==> config.mk <==
export PLATFORM = sky130hd
export DESIGN_NAME = syn_current_drive_flat
export DESIGN_NICKNAME = d
export VERILOG_FILES = /design/src/rtl/snn_pkg.sv /design/src/rtl/syn_current_drive_if.sv /design/src/rtl/syn_weight_sum.sv /design/src/rtl/syn_current_drive.sv /design/src/flat_wrapper.sv
export SDC_FILE = /design/constraint.sdc
export NUM_CORES = 1
export LEC_CHECK = 0
export ABC_CLOCK_PERIOD_IN_PS = 6200
export BUFFER_PORTS_ARGS = -buffer_cell sky130_fd_sc_hd__buf_2
export CORE_ASPECT_RATIO = 1.4
export CORE_MARGIN = 3
export CORE_UTILIZATION = 55
export DETAILED_ROUTE_END_ITERATION = 12
export PLACE_DENSITY = 0.79
export SYNTH_ARGS = -nofsm -noshare
export SYNTH_HDL_FRONTEND = slang
export SYNTH_HIERARCHICAL = 1
export SYNTH_SLANG_ARGS = --single-unit
==> constraint.sdc <==
create_clock -name clk -period 6.2 [get_ports clk]
set_input_delay 1.55 -clock clk [delete_from_list [all_inputs] [get_ports clk]]
set_output_delay 1.55 -clock clk [all_outputs]
set_load 0.03 [all_outputs]
==> src/rtl/snn_pkg.sv <==
// Shared spiking-neural-network definitions: data widths, synapse FSM
// states and the unsigned 8-bit saturation used on the current word.
package snn_pkg;

    localparam int CUR_W = 8;
    localparam int WT_W  = 8;

    typedef enum logic [1:0] {
        IDLE      = 2'd0,
        INTEGRATE = 2'd1,
        REFRAC    = 2'd2
    } syn_state_t;

    // Clamp a signed value into 0..255 so inhibition never wraps upward
    // and heavy excitation never wraps downward.
    function automatic logic [CUR_W-1:0] sat_u8(input logic signed [15:0] s);
        logic [CUR_W-1:0] r;
        if (s[15])
            r = '0;
        else if (s > 16'sd255)
            r = '1;
        else
            r = s[CUR_W-1:0];
        return r;
    endfunction

endpackage

==> src/rtl/syn_current_drive_if.sv <==
// Bundle of spike, weight-write and current signals for syn_current_drive.
// Optional spike_cnt member present when SYN_SPIKE_CNT_EN is defined.
interface syn_current_drive_if
    import snn_pkg::*;
#(
    parameter int N_IN = 4
);
    localparam int AW = $clog2(N_IN);

    logic [N_IN-1:0]  spike_in;
    logic             post_spike;
    logic             wt_valid;
    logic             wt_ready;
    logic [AW-1:0]    wt_addr;
    logic [WT_W-1:0]  wt_data;
    logic [CUR_W-1:0] current;
    logic             refrac;
`ifdef SYN_SPIKE_CNT_EN
    logic [15:0]      spike_cnt;
`endif

    // Upstream side: spike sources and the weight writer.
    modport master (
`ifdef SYN_SPIKE_CNT_EN
        input  spike_cnt,
`endif
        output spike_in, post_spike, wt_valid, wt_addr, wt_data,
        input  wt_ready, current, refrac
    );

    // Synapse block side.
    modport slave (
`ifdef SYN_SPIKE_CNT_EN
        output spike_cnt,
`endif
        input  spike_in, post_spike, wt_valid, wt_addr, wt_data,
        output wt_ready, current, refrac
    );

endinterface

==> src/rtl/syn_weight_sum.sv <==
// Combinational masked signed sum of the weights whose spike input is set.
// With SYN_SPIKE_CNT_EN defined it also provides the popcount of i_spike.
module syn_weight_sum
    import snn_pkg::*;
#(
    parameter int N_IN  = 4,
    parameter int SUM_W = 12,
    parameter int PC_W  = 3
) (
    input  logic [N_IN-1:0][WT_W-1:0] i_wt,
    input  logic [N_IN-1:0]           i_spike,
`ifdef SYN_SPIKE_CNT_EN
    output logic [PC_W-1:0]           o_popcnt,
`endif
    output logic signed [SUM_W-1:0]   o_sum
);

    logic signed [SUM_W-1:0] w_term [N_IN];
    logic signed [SUM_W-1:0] w_part [N_IN+1];

    assign w_part[0] = '0;

    generate
        for (genvar gi = 0; gi < N_IN; gi++) begin : g_term
            // Sign-extend the weight only when its input spiked.
            assign w_term[gi]   = i_spike[gi] ?
                                  {{(SUM_W-WT_W){i_wt[gi][WT_W-1]}}, i_wt[gi]} : '0;
            assign w_part[gi+1] = w_part[gi] + w_term[gi];
        end
    endgenerate

    assign o_sum = w_part[N_IN];

`ifdef SYN_SPIKE_CNT_EN
    logic [PC_W-1:0] w_cnt [N_IN+1];

    assign w_cnt[0] = '0;

    generate
        for (genvar gi = 0; gi < N_IN; gi++) begin : g_pop
            assign w_cnt[gi+1] = w_cnt[gi] + {{(PC_W-1){1'b0}}, i_spike[gi]};
        end
    endgenerate

    assign o_popcnt = w_cnt[N_IN];
`endif

endmodule

==> src/rtl/syn_current_drive.sv <==
// Presynaptic current drive: decaying synaptic trace plus signed per-input
// weights, saturated to an 8-bit current, with a post-spike refractory hold.
// Optional feature macro: SYN_SPIKE_CNT_EN (accepted-spike counter output).
module syn_current_drive
    import snn_pkg::*;
#(
    parameter int N_IN          = 4,
    parameter int DECAY_SHIFT   = 1,
    parameter int REFRAC_CYCLES = 4,
    parameter int WT_RESET      = 32
) (
    input  logic              clk,
    input  logic              rst,
    syn_current_drive_if.slave bus
);

    localparam int AW    = $clog2(N_IN);
    localparam int SUM_W = CUR_W + $clog2(N_IN) + 2;
    localparam int CNT_W = $clog2(REFRAC_CYCLES + 1);
    localparam int PC_W  = $clog2(N_IN + 1);
    localparam logic [WT_W-1:0] WT_INIT = WT_RESET[WT_W-1:0];

    syn_state_t                 r_state, w_state_next;
    logic [CUR_W-1:0]           r_current, w_current_next;
    logic [CNT_W-1:0]           r_cnt, w_cnt_next;
    logic [N_IN-1:0][WT_W-1:0]  r_wt;

    logic signed [SUM_W-1:0]    w_wsum;
    logic signed [SUM_W-1:0]    w_sum;
    logic [CUR_W-1:0]           w_sat;
    logic [CUR_W-1:0]           w_decay;
    logic                       w_wr_en;

    assign bus.wt_ready = (r_state != INTEGRATE);
    assign bus.current  = r_current;
    assign bus.refrac   = (r_state == REFRAC);
    assign w_wr_en      = bus.wt_valid && bus.wt_ready;

    assign w_decay = r_current >> DECAY_SHIFT;
    assign w_sum   = $signed({{(SUM_W-CUR_W){1'b0}}, w_decay}) + w_wsum;
    assign w_sat   = sat_u8({{(16-SUM_W){w_sum[SUM_W-1]}}, w_sum});

`ifdef SYN_SPIKE_CNT_EN
    logic [PC_W-1:0] w_popcnt;
    logic [16:0]     w_cnt_sum;
    logic [15:0]     r_spike_cnt;

    syn_weight_sum #(.N_IN(N_IN), .SUM_W(SUM_W), .PC_W(PC_W)) u_wsum (
        .i_wt     (r_wt),
        .i_spike  (bus.spike_in),
        .o_popcnt (w_popcnt),
        .o_sum    (w_wsum)
    );

    assign w_cnt_sum     = {1'b0, r_spike_cnt} + {{(17-PC_W){1'b0}}, w_popcnt};
    assign bus.spike_cnt = r_spike_cnt;

    // Count spikes that actually reach the trace; refractory drops excluded.
    always_ff @(posedge clk or posedge rst) begin
        if (rst)
            r_spike_cnt <= '0;
        else if (!bus.post_spike && r_state != REFRAC)
            r_spike_cnt <= w_cnt_sum[16] ? 16'hFFFF : w_cnt_sum[15:0];
    end
`else
    syn_weight_sum #(.N_IN(N_IN), .SUM_W(SUM_W), .PC_W(PC_W)) u_wsum (
        .i_wt    (r_wt),
        .i_spike (bus.spike_in),
        .o_sum   (w_wsum)
    );
`endif

    // Weight table; writes land only outside integration. Addresses past
    // N_IN match no entry and are silently discarded.
    always_ff @(posedge clk or posedge rst) begin
        if (rst) begin
            for (int k = 0; k < N_IN; k++)
                r_wt[k] <= WT_INIT;
        end else if (w_wr_en) begin
            for (int k = 0; k < N_IN; k++)
                if (bus.wt_addr == k[AW-1:0])
                    r_wt[k] <= bus.wt_data;
        end
    end

    // State, current and refractory counter registers.
    always_ff @(posedge clk or posedge rst) begin
        if (rst) begin
            r_state   <= IDLE;
            r_current <= '0;
            r_cnt     <= '0;
        end else begin
            r_state   <= w_state_next;
            r_current <= w_current_next;
            r_cnt     <= w_cnt_next;
        end
    end

    // Next-state logic; post_spike overrides everything and drops spikes.
    always_comb begin
        w_state_next   = r_state;
        w_current_next = r_current;
        w_cnt_next     = r_cnt;
        if (bus.post_spike) begin
            w_state_next   = REFRAC;
            w_current_next = '0;
            w_cnt_next     = CNT_W'(REFRAC_CYCLES);
        end else begin
            case (r_state)
                IDLE: begin
                    w_current_next = w_sat;
                    if (|bus.spike_in)
                        w_state_next = INTEGRATE;
                end
                INTEGRATE: begin
                    w_current_next = w_sat;
                    if (w_sat == '0 && bus.spike_in == '0)
                        w_state_next = IDLE;
                end
                REFRAC: begin
                    w_current_next = '0;
                    w_cnt_next     = r_cnt - CNT_W'(1);
                    if (r_cnt == CNT_W'(1))
                        w_state_next = IDLE;
                end
                default: begin
                    w_state_next   = IDLE;
                    w_current_next = '0;
                    w_cnt_next     = '0;
                end
            endcase
        end
    end

endmodule

==> src/flat_wrapper.sv <==
// flat-port wrapper written by rule: the top's interface ports become plain ports
module syn_current_drive_flat import snn_pkg::*;
#(
    parameter int N_IN          = 4,
    parameter int DECAY_SHIFT   = 1,
    parameter int REFRAC_CYCLES = 4,
    parameter int WT_RESET      = 32
)
  (clk, rst, bus_spike_in, bus_post_spike, bus_wt_valid, bus_wt_addr, bus_wt_data, bus_wt_ready, bus_current, bus_refrac);
  syn_current_drive_if #(.N_IN(N_IN)) bus_i ();
  input  logic clk;
  input  logic rst;
  input wire logic [$bits(bus_i.spike_in)-1:0] bus_spike_in;
  input wire logic [$bits(bus_i.post_spike)-1:0] bus_post_spike;
  input wire logic [$bits(bus_i.wt_valid)-1:0] bus_wt_valid;
  input wire logic [$bits(bus_i.wt_addr)-1:0] bus_wt_addr;
  input wire logic [$bits(bus_i.wt_data)-1:0] bus_wt_data;
  output wire logic [$bits(bus_i.wt_ready)-1:0] bus_wt_ready;
  output wire logic [$bits(bus_i.current)-1:0] bus_current;
  output wire logic [$bits(bus_i.refrac)-1:0] bus_refrac;
  assign bus_i.spike_in = bus_spike_in;
  assign bus_i.post_spike = bus_post_spike;
  assign bus_i.wt_valid = bus_wt_valid;
  assign bus_i.wt_addr = bus_wt_addr;
  assign bus_i.wt_data = bus_wt_data;
  assign bus_wt_ready = bus_i.wt_ready;
  assign bus_current = bus_i.current;
  assign bus_refrac = bus_i.refrac;
  syn_current_drive #(.N_IN(N_IN), .DECAY_SHIFT(DECAY_SHIFT), .REFRAC_CYCLES(REFRAC_CYCLES), .WT_RESET(WT_RESET)) u_core (.clk(clk), .rst(rst), .bus(bus_i));
endmodule
==> metrics.txt, run 1 <==
first-pass GRT wire length 10.31 mm; drt first-iter violations 95; number of enable-type register cells in the synthesized netlist 0; Max Fanout on Critical Path 9; run status complete, no violations; syn_nets 358; kind of critical path in2reg; relative contribution of combinational cells to total power 0.583; CP required 6.42 ns; CTS clk-pin slew, worst paths 0.08 ns; routed wire length 5.894 mm; core footprint 5525 um2; Post-Syn Area 3166 um2; unrepaired setup endpoints after global routing no; top cell type by total area after synthesis sky130_fd_sc_hd__dfrtp_1; final setup fails 0; Global Route Usage Sum 0.1946; dominant register cell in the synthesized netlist sky130_fd_sc_hd__dfrtp_1; post-route antenna net violation count 0; fraction of the core area covered by cells at the end of the flow 0.6343; net switching fraction of the power 0.4354; highest clock frequency the design can meet 183.1 MHz; average wire per standard cell 14.48 um; Max-cap violations 0; number of placement rows 32; Pwr Total 1.469 mW; number of buffers inserted to repair setup after CTS 0; die width 70.12 um; initial antenna violation count 0; number of vias per cell 5.604; clock root buffer sky130_fd_sc_hd__clkbuf_8; Final Wtd Congestion 0.8834; CTS HTree Levels 2; buffer depth of the longest clock path 2; final worst clock skew 0.007305 ns; signed area change from the synthesized netlist to the final layout 10.71%; number of instances in the synthesized netlist 303; Sequential Power Share 0.265; maximum ir drop on the vdd rail 240.0 uV; nature of the critical path endpoint flop; type of origin of the critical path input port; CTS Buf Count 5; number of global-route vias before repair 2412; filler cell count in the final layout 474; post-cts resize count 0; net switching power of the design 639.5 uW; register bit count reported by yosys 45; number of iterations in the first detailed-routing pass 4; worst hold path class reg2reg; mean post-synth cell area 10.45 um2; global route overflow 0; post-route fraction of the period consumed by the critical path 0.8807; antenna cells 0; min Tclk post-route 5.460 ns; total count of max-transition violations in the final report 0; pin count of the biggest net entering global routing 46; ports placed on the boundary 28; cell area power density 419.0 nW/um2; half-perimeter wire length after placement 4.738 mm; initial core utilization 0.5729; fraction of synthesis flops using an asynchronous set or reset pin 1.000; CTS Hold Bufs 0; Final Hold Violating Endpoints 0; worst slew margin relative to its limit 0.4713; number of distinct library cell variants in the gate-level netlist after synthesis 46; DRC violations left 0; slew of the pin with the lowest slew margin 0.7888 ns; share of Yosys cell area claimed by the top area cell type 0.3241; Cell Int Power 829.1 uW; biggest area contributors in the synthesized netlist sky130_fd_sc_hd__dfrtp_1 32%, sky130_fd_sc_hd__fa_1 11%, sky130_fd_sc_hd__mux2_2 11%; total via count after detailed routing 2281; setup slack of the critical path after layout 0.7397 ns; Final Net Count 393; leakage component of the power 1.677 nW; CP arrival 5.68 ns; die span in y 95.77 um; worst slack after detailed placement 0.4604 ns; share of layout cells above drive strength 1 0.2419; number of buffer cells added on primary ports 27; Yosys warnings 6; TritonCTS clock tree done; minimum hold slack 0.5028 ns; Clk network pwr share 0.151; sequential share of the synthesized area 0.3573; clock network latency to the later pin of the worst-skew pair 0.30 ns; count of clock tree sinks 45; floorplan die area 6715 um2; sum of negative setup slack 0 ns
state kept, by name, summed over array words and instances (netlist names):
signal	cells
u_core/r_state	2
u_core/bus.current	8
u_core/r_wt	32
u_core/r_cnt	3
cell usage after synthesis, types with 2 or more instances:
master and n:
sky130_fd_sc_hd__o22ai_1 3, sky130_fd_sc_hd__a21oi_1 16, sky130_fd_sc_hd__dfrtp_1 41, sky130_fd_sc_hd__and2_1 21, sky130_fd_sc_hd__dfstp_2 4, sky130_fd_sc_hd__inv_1 38, sky130_fd_sc_hd__o211ai_1 2, sky130_fd_sc_hd__nand2_1 21
sky130_fd_sc_hd__xnor2_1 8, sky130_fd_sc_hd__o21a_1 2, sky130_fd_sc_hd__o21ai_0 9, sky130_fd_sc_hd__a211oi_1 4, sky130_fd_sc_hd__nand2b_1 2, sky130_fd_sc_hd__mux2_2 32, sky130_fd_sc_hd__a21o_1 4, sky130_fd_sc_hd__a31oi_1 2
sky130_fd_sc_hd__and3_1 2, sky130_fd_sc_hd__nand4_1 3, sky130_fd_sc_hd__nor2_1 19, sky130_fd_sc_hd__nand3_1 5, sky130_fd_sc_hd__xor2_1 3, sky130_fd_sc_hd__fa_1 18, sky130_fd_sc_hd__nor3_1 3, sky130_fd_sc_hd__ha_1 19
power groups by stage:
| stage | Combinational (mW) | Sequential [mW] | Clock [mW] |
|---|---|---|---|
| finish | 0.857 | 0.390 | 0.222 |
| global route | 0.972 | 0.398 | 0.238 |
| CTS | 0.860 | 0.390 | 0.230 |
| detailed placement | 0.853 | 0.395 | 0 |
| global placement | 0.831 | 0.392 | 0 |
| floorplan | 0.688 | 0.398 | 0 |
per-layer routing:
| metal | global-route usage | up-vias | part of all wire |
|---|---|---|---|
| met5 | 0 | - | 0 |
| met4 | 0.07188 | 0 | 0.020 |
| met3 | 0.03344 | 12 | 0.030 |
| met2 | 0.3778 | 36 | 0.54 |
| met1 | 0.2106 | 1119 | 0.41 |
| li1 | - | 1114 | - |
logic make-up (layout without fill, tap and decap cells):
group / after synthesis / in the layout / synth area share
buf+inv: 38 / 74 / 0.04506
simple gates: 86 / 86 / 0.1447
mux: 33 / 33 / 0.1170
flops: 45 / 45 / 0.3573
fa+ha+maj: 37 / 37 / 0.1889
compound gates: 53 / 53 / 0.1166
xor+xnor: 11 / 11 / 0.03044
path summary, 6_finish.rpt:
path                                  from                    end  slack (ns)  cells after the start
max in group asynchronous              rst  u_core/bus.current[5]        4.45                      3
hold reg to reg            u_core/r_wt[27]        u_core/r_wt[27]        0.50                      1
min in group asynchronous              rst        u_core/r_wt[14]        1.36                      3
hold / removal             u_core/r_wt[27]        u_core/r_wt[27]        0.50                      1
setup / recovery           bus_spike_in[3]  u_core/bus.current[5]        0.74                     18
setup reg to reg           u_core/r_wt[25]  u_core/bus.current[5]        1.76                     17
critical path, cell delays in order:
cell	delay (ns)
sky130_fd_sc_hd__buf_2	0.15
sky130_fd_sc_hd__and2_1	0.17
sky130_fd_sc_hd__fa_1	0.50
sky130_fd_sc_hd__fa_1	0.55
sky130_fd_sc_hd__ha_1	0.20
sky130_fd_sc_hd__inv_1	0.07
sky130_fd_sc_hd__fa_1	0.44
sky130_fd_sc_hd__nor2b_4	0.15
sky130_fd_sc_hd__o21a_1	0.11
sky130_fd_sc_hd__nor2_1	0.04
sky130_fd_sc_hd__xnor2_1	0.13
sky130_fd_sc_hd__ha_1	0.39
sky130_fd_sc_hd__o211a_1	0.19
sky130_fd_sc_hd__o21ai_0	0.15
sky130_fd_sc_hd__a21oi_1	0.27
sky130_fd_sc_hd__nand2b_1	0.16
sky130_fd_sc_hd__nand3_1	0.21
sky130_fd_sc_hd__a21oi_1	0.21
cell type report:
type	count	area [um2]	share of cell area
Sequential cell	45	1131	0.3227
Clock buffer	6	72.57	0.02071
Multi-Input combinational cell	220	1892	0.5398
Inverter	38	142.6	0.04070
Tap cell	68	85.08	0.02428
Timing Repair Buffer	28	142.6	0.04070
Clock inverter	2	38.79	0.01107
cell usage in the layout, fill, tap and decap left out, types with 3 or more instances in the layout:
| cell type | synthesis | final |
|---|---|---|
| sky130_fd_sc_hd__inv_1 | 38 | 37 |
| sky130_fd_sc_hd__dfrtp_1 | 41 | 41 |
| sky130_fd_sc_hd__nand4_1 | 3 | 3 |
| sky130_fd_sc_hd__xor2_1 | 3 | 3 |
| sky130_fd_sc_hd__fa_1 | 18 | 18 |
| sky130_fd_sc_hd__clkbuf_8 | 0 | 5 |
| sky130_fd_sc_hd__buf_2 | 0 | 27 |
| sky130_fd_sc_hd__a21o_1 | 4 | 4 |
| sky130_fd_sc_hd__a21oi_1 | 16 | 16 |
| sky130_fd_sc_hd__nand2_1 | 21 | 21 |
| sky130_fd_sc_hd__and2_1 | 21 | 21 |
| sky130_fd_sc_hd__a211oi_1 | 4 | 4 |
| sky130_fd_sc_hd__nand3_1 | 5 | 5 |
| sky130_fd_sc_hd__xnor2_1 | 8 | 8 |
| sky130_fd_sc_hd__dfstp_2 | 4 | 4 |
| sky130_fd_sc_hd__mux2_2 | 32 | 32 |
| sky130_fd_sc_hd__ha_1 | 19 | 19 |
| sky130_fd_sc_hd__nor2_1 | 19 | 19 |
| sky130_fd_sc_hd__o21ai_0 | 9 | 9 |
| sky130_fd_sc_hd__o22ai_1 | 3 | 3 |
| sky130_fd_sc_hd__nor3_1 | 3 | 3 |
per-stage QoR:
| stage | std cells | instance area, um2 |
|---|---|---|
| after floorplan | 303 | 3166 |
| after global placement | 399 | 3393 |
| after detailed placement | 399 | 3393 |
| after CTS | 407 | 3505 |
| after global routing | 407 | 3505 |
| final | 407 | 3505 |
Note: power is estimated with default switching activity, not from simulation.
==> run 2: changes to the inputs <==
--- a/config.mk
+++ b/config.mk
@@ -5,13 +5,15 @@
 export SDC_FILE = /design/constraint.sdc
 export NUM_CORES = 1
 export LEC_CHECK = 0
-export ABC_CLOCK_PERIOD_IN_PS = 6200
+export ABC_AREA = 1
+export ABC_CLOCK_PERIOD_IN_PS = 6050
 export BUFFER_PORTS_ARGS = -buffer_cell sky130_fd_sc_hd__buf_2
 export CORE_ASPECT_RATIO = 1.4
 export CORE_MARGIN = 3
 export CORE_UTILIZATION = 55
 export DETAILED_ROUTE_END_ITERATION = 12
-export PLACE_DENSITY = 0.79
+export HOLD_SLACK_MARGIN = 0.05
+export PLACE_DENSITY = 0.78
 export SYNTH_ARGS = -nofsm -noshare
 export SYNTH_HDL_FRONTEND = slang
 export SYNTH_HIERARCHICAL = 1
==> constraint.sdc (replaced) <==
create_clock -name clk -period 6.05 [get_ports clk]
set_input_delay 1.5125 -clock clk [delete_from_list [all_inputs] [get_ports clk]]
set_output_delay 1.5125 -clock clk [all_outputs]
set_load 0.03 [all_outputs]
==> metrics.txt, run 2 <==
type of origin of the critical path input port; signed area change from the synthesized netlist to the final layout 8.770%; CP arrival 5.50 ns; final worst clock skew 0.01136 ns; pin count of the biggest net entering global routing 46; commonest cells in the synthesized netlist 141 x sky130_fd_sc_hd__nand2_1, 97 x sky130_fd_sc_hd__inv_1, 41 x sky130_fd_sc_hd__dfrtp_1; CTS Buf Count 5; buffer depth of the longest clock path 2; final instance area 3740 um2; cell area power density 401.5 nW/um2; number of placement rows 33; drt first-iter violations 92; clock network latency to the later pin of the worst-skew pair 0.30 ns; share of Yosys cell area claimed by the top area cell type 0.2984; count of clock tree sinks 45; Final Wtd Congestion 0.9122; register bit count reported by yosys 45; filler cell count in the final layout 535; Post-Syn Area 3438 um2; slew of the pin with the lowest slew margin 0.5452 ns; floorplan die area 7250 um2; number of vias per cell 5.117; commonest cells after routing, fill and taps aside 141 x sky130_fd_sc_hd__nand2_1, 96 x sky130_fd_sc_hd__inv_1, 41 x sky130_fd_sc_hd__dfrtp_1; CTS HTree Levels 2; maximum ir drop on the vdd rail 218.5 uV; clock root buffer sky130_fd_sc_hd__clkbuf_8; min Tclk post-route 5.329 ns; number of distinct library cell variants in the gate-level netlist after synthesis 32; Yosys warnings 6; CTS clk-pin slew, worst paths 0.09 ns; Global Route Usage Sum 0.2092; initial core utilization 0.5783; count of placed standard cells including taps 554; sequential share of the synthesized area 0.3290; most frequent cell on the critical path sky130_fd_sc_hd__nand2_1; sum of negative setup slack 0 ns; Final Net Count 546; placed cell areas 3635 um2; number of buffers inserted to repair setup after CTS 0; highest clock frequency the design can meet 187.6 MHz; Max-cap violations 0; biggest area contributors in the synthesized netlist sky130_fd_sc_hd__dfrtp_1 30%, sky130_fd_sc_hd__nand2_1 15%, sky130_fd_sc_hd__inv_1 11%; number of iterations in the first detailed-routing pass 4; half-perimeter wire length after placement 5.735 mm; post-route antenna net violation count 0; top cell type by total area after synthesis sky130_fd_sc_hd__dfrtp_1; mean post-synth cell area 7.394 um2; global route overflow 0; leakage component of the power 2.207 nW; antenna cells 0; DRC violations left 0; final setup fails 0; routed wire length 6.918 mm; number of enable-type register cells in the synthesized netlist 0; cell at the slowest stage of the critical path sky130_fd_sc_hd__fa_1; post-cts resize count 0; post-route fraction of the period consumed by the critical path 0.8809; number of global-route vias before repair 2806; Largest Register u_core/r_wt; dominant register cell in the synthesized netlist sky130_fd_sc_hd__dfrtp_1; core footprint 5946 um2; ports placed on the boundary 28; count of buffer and inverter cells on the critical path 4; die span in y 99.55 um; CP required 6.22 ns; most frequent cell after synthesis sky130_fd_sc_hd__nand2_1; syn_nets 520; flip-flop count of the largest register, all copies and words added 32; die width 72.83 um; share of layout cells above drive strength 1 0.1321; Pwr Total 1.502 mW; area used by multi-input combinational logic 1902 um2; number of buffer cells added on primary ports 27; nature of the critical path endpoint flop; kind of critical path in2reg; most frequent standard cell in the layout excluding fill and tap cells sky130_fd_sc_hd__nand2_1; total count of max-transition violations in the final report 0; gate family responsible for the most delay along the worst path adder cells; run status complete, no violations; Max Fanout on Critical Path 9; average wire per standard cell 12.31 um; Final Hold Violating Endpoints 0; worst slew margin relative to its limit 0.6333; Worst path max stage delay 0.55 ns; total via count after detailed routing 2876; initial antenna violation count 0; unrepaired setup endpoints after global routing no; TritonCTS clock tree done; worst hold path class reg2reg; Final Instance Count excl. Fillers 562; fraction of synthesis flops using an asynchronous set or reset pin 1.000; first-pass GRT wire length 12.02 mm; CTS Hold Bufs 0; number of instances in the synthesized netlist 465; sequential standard cell area 1131 um2
==> run 2: worst min-delay path, delay by kind of cell, from the launching register on <==
kind / cells / cell delay, ns
AO/OA/AOI/OAI: 1 / 0.06
flip-flops: 1 / 0.36
AND/OR/NAND/NOR: 1 / 0.05
==> run 2: final cells by class <==
class,count,share of cell area
clock buffer,7,0.02576
clock inverter,1,0.002342
inverter,99,0.09936
multi-input combinational,312,0.5085
sequential,45,0.3024
tap,70,0.02342
timing repair buffer,28,0.03814
==> run 2: report_power, final <==
group          leakage, nW  total [mW]  switching (mW)  internal, mW
sequential           0.561       0.395          0.0348         0.360
combinational         1.59       0.901           0.583         0.319
clock               0.0549       0.205          0.0998         0.105
==> run 2: path summary, 6_finish.rpt <==
check,from,to,slack (ns),cells after the start
min in group asynchronous,rst,u_core/bus.current[1],1.34,3
setup / recovery,bus_spike_in[3],u_core/r_state[0],0.72,27
setup reg to reg,u_core/r_wt[25],u_core/r_state[0],1.70,26
hold / removal,u_core/r_wt[26],u_core/r_wt[26],0.50,2
max in group asynchronous,rst,u_core/r_wt[29],4.33,3
hold reg to reg,u_core/r_wt[26],u_core/r_wt[26],0.50,2
==> run 2: routing by layer <==
metal | routed length (um) | share of wire | GRT usage | vias up
li1 | - | - | - | 1460
met1 | 2710 | 0.39 | 0.2325 | 1343
met2 | 3789 | 0.55 | 0.3880 | 57
met3 | 197 | 0.028 | 0.02932 | 16
met4 | 220 | 0.032 | 0.08665 | 0
met5 | 0 | 0 | 0 | -
==> run 2: logic make-up after synthesis <==
family	Yosys count	share of synthesized area
buf+inv	108	0.1179
fa+ha+maj	37	0.1739
simple gates	214	0.2678
xor+xnor	10	0.03093
flops	45	0.3290
compound gates	51	0.08042
==> run 2: through the flow <==
stage	hold slack (ns)	utilization	setup WS [ns]
6_report	0.5014	0.6290	0.7207
5_1_grt	0.5245	0.6290	0.3732
4_1_cts	0.5020	0.6290	0.7296
3_5_place_dp	0.4739	0.6113	0.4136
3_3_place_gp	0.4658	0.6113	0.5486
2_1_floorplan	0.4529	-	0.7382
==> run 3: changes to the inputs <==
--- a/config.mk
+++ b/config.mk
@@ -6,15 +6,14 @@
 export NUM_CORES = 1
 export LEC_CHECK = 0
 export ABC_AREA = 1
-export ABC_CLOCK_PERIOD_IN_PS = 6050
+export ABC_CLOCK_PERIOD_IN_PS = 6000
 export BUFFER_PORTS_ARGS = -buffer_cell sky130_fd_sc_hd__buf_2
 export CORE_ASPECT_RATIO = 1.4
-export CORE_MARGIN = 3
+export CORE_MARGIN = 2
 export CORE_UTILIZATION = 55
 export DETAILED_ROUTE_END_ITERATION = 12
 export HOLD_SLACK_MARGIN = 0.05
 export PLACE_DENSITY = 0.78
 export SYNTH_ARGS = -nofsm -noshare
 export SYNTH_HDL_FRONTEND = slang
-export SYNTH_HIERARCHICAL = 1
 export SYNTH_SLANG_ARGS = --single-unit
==> constraint.sdc (replaced) <==
create_clock -name clk -period 6 [get_ports clk]
set_input_delay 1.5 -clock clk [delete_from_list [all_inputs] [get_ports clk]]
set_output_delay 1.5 -clock clk [all_outputs]
set_load 0.03 [all_outputs]
==> metrics.txt, run 3 <==
top cell type by total area after synthesis sky130_fd_sc_hd__dfrtp_1; routed wire length 6.465 mm; sum of negative setup slack 0 ns; CTS Hold Bufs 0; final worst clock skew 0.01479 ns; most frequent cell on the critical path sky130_fd_sc_hd__nand2_1; min Tclk post-route 5.059 ns; hold path startpoint u_core.r_wt[6]; syn_nets 477; maximum ir drop on the vdd rail 245.3 uV; kind of critical path in2reg; drt first-iter violations 178; commonest cells in the synthesized netlist 123 x sky130_fd_sc_hd__nand2_1, 94 x sky130_fd_sc_hd__inv_1, 41 x sky130_fd_sc_hd__dfrtp_1; number of buffers inserted to repair setup after CTS 0; cell area power density 389.1 nW/um2; run status complete, no violations; worst r2r path cells 24; filler cell count in the final layout 553; DRC violations left 0; dominant register cell in the synthesized netlist sky130_fd_sc_hd__dfrtp_1; nature of the critical path endpoint flop; Global Route Usage Sum 0.2272; pin count of the biggest net entering global routing 46; Final Net Count 504; average wire per standard cell 12.50 um; worst slack after detailed placement 0.6676 ns; Max-cap violations 0; antenna cells 0; launch point of the worst path bus_spike_in[3]; cell at the slowest stage of the critical path sky130_fd_sc_hd__fa_1; commonest cells after routing, fill and taps aside 123 x sky130_fd_sc_hd__nand2_1, 93 x sky130_fd_sc_hd__inv_1, 41 x sky130_fd_sc_hd__dfrtp_1; Final Instance Count excl. Fillers 517; ports placed on the boundary 28; fraction of the core area covered by cells at the end of the flow 0.6100; CTS HTree Levels 2; number of enable-type register cells in the synthesized netlist 0; sequential share of the synthesized area 0.3489; CTS clk-pin slew, worst paths 0.09 ns; number of global-route vias before repair 2602; Hold EP u_core.r_wt[6]; Yosys warnings 0; post-cts resize count 0; post-route fraction of the period consumed by the critical path 0.8432; Pwr Total 1.372 mW; flip-flop count of the largest register, all copies and words added 32; total count of max-transition violations in the final report 0; total via count after detailed routing 2629; worst slew margin relative to its limit 0.5996; number of distinct library cell variants in the gate-level netlist after synthesis 28; clock root buffer sky130_fd_sc_hd__clkbuf_8; leakage component of the power 2.062 nW; number of instances in the synthesized netlist 419; CP required 6.20 ns; gate family responsible for the most delay along the worst path adder cells; setup slack of the critical path after layout 0.9405 ns; highest clock frequency the design can meet 197.6 MHz; source of the worst register-to-register timing path u_core.r_wt[25]; biggest area contributors in the synthesized netlist sky130_fd_sc_hd__dfrtp_1 32%, sky130_fd_sc_hd__nand2_1 14%, sky130_fd_sc_hd__fa_1 14%; count of placed standard cells including taps 509; CTS Buf Count 5; die span in y 94.84 um; minimum hold slack 0.4912 ns; endpoint of the lowest-slack register-to-register path u_core.r_state[0]; post-route antenna net violation count 0; Max Fanout on Critical Path 9; number of placement rows 33; number of iterations in the first detailed-routing pass 4; most frequent cell after synthesis sky130_fd_sc_hd__nand2_1; global route overflow 0; clock network latency to the later pin of the worst-skew pair 0.30 ns; Post-Syn Area 3242 um2; Final Hold Violating Endpoints 0; Final Wtd Congestion 0.9174; initial core utilization 0.5608; count of clock tree sinks 45; Worst path max stage delay 0.56 ns; count of buffer and inverter cells on the critical path 5; TritonCTS clock tree done; Largest Register u_core.r_wt; slew of the pin with the lowest slew margin 0.5989 ns; floorplan die area 6533 um2; CP arrival 5.26 ns; die width 68.89 um; register bit count reported by yosys 45; half-perimeter wire length after placement 5.218 mm; final setup fails 0; fraction of synthesis flops using an asynchronous set or reset pin 1.000; buffer depth of the longest clock path 2; unrepaired setup endpoints after global routing no; placed cell areas 3442 um2; first-pass GRT wire length 11.11 mm; mean post-synth cell area 7.737 um2; core footprint 5781 um2; Crit path depth 25; most frequent standard cell in the layout excluding fill and tap cells sky130_fd_sc_hd__nand2_1; worst hold path class reg2reg; type of origin of the critical path input port; final instance area 3526 um2; number of vias per cell 5.085; number of buffer cells added on primary ports 27; signed area change from the synthesized netlist to the final layout 8.761%; initial antenna violation count 0; number of cells on the worst hold path 2; worst reg2reg setup slack 1.92 ns; share of Yosys cell area claimed by the top area cell type 0.3165; share of layout cells above drive strength 1 0.1141
[run 3: cell types whose count changed after synthesis, moves of 3 or more]
| cell | previous run | this run |
|---|---|---|
| sky130_fd_sc_hd__fa_1 | 18 | 23 |
| sky130_fd_sc_hd__inv_1 | 97 | 94 |
| sky130_fd_sc_hd__nand2_1 | 141 | 123 |
| sky130_fd_sc_hd__nand2_2 | 8 | 2 |
| sky130_fd_sc_hd__nand3_1 | 25 | 18 |
| sky130_fd_sc_hd__xnor2_1 | 5 | 0 |
[run 3: final cells by class]
class	instances	area (um2)	share of cell area
Timing Repair Buffer	28	142.6	0.04045
Inverter	96	360.3	0.1022
Sequential cell	45	1131	0.3208
Tap cell	70	87.58	0.02484
Clock buffer	7	76.32	0.02165
Clock inverter	1	7.507	0.002129
Multi-Input combinational cell	270	1720	0.4879
[run 3: how the worst max path moves through the flow]
stage	slack (ns)	to
6_report	0.94	u_core.r_state[0]
3_3_place_gp	0.76	u_core.r_state[0]
4_1_cts	0.99	u_core.r_state[0]
5_1_grt	0.69	u_core.r_state[0]
2_1_floorplan	0.90	u_core.r_state[0]
3_5_place_dp	0.67	u_core.r_state[0]
[run 3: logic make-up after synthesis]
logic type	share of synthesized area
fa+ha+maj	0.2076
xor+xnor	0.01351
simple gates	0.2327
flops	0.3489
buf+inv	0.1204
compound gates	0.07681
[run 3: tightest hold or removal path, stage by stage, from the launching register on]
cell	delay, ns
sky130_fd_sc_hd__dfrtp_1	0.35
sky130_fd_sc_hd__nand2_1	0.05
sky130_fd_sc_hd__o21ai_0	0.06
[run 3: metal layers]
| metal | vias to the layer above | routed length, um | track usage |
|---|---|---|---|
| met5 | - | 0 | 0 |
| met4 | 0 | 155 | 0.08497 |
| met3 | 17 | 216 | 0.03337 |
| met2 | 51 | 3399 | 0.3990 |
| met1 | 1249 | 2693 | 0.2749 |
| li1 | 1312 | - | - |
[run 3: power breakdown]
part / switching (mW) / leakage, nW / internal (mW) / total, mW
Sequential: 0.0306 / 0.562 / 0.363 / 0.393
Clock: 0.102 / 0.0385 / 0.0826 / 0.185
Combinational: 0.510 / 1.46 / 0.284 / 0.794
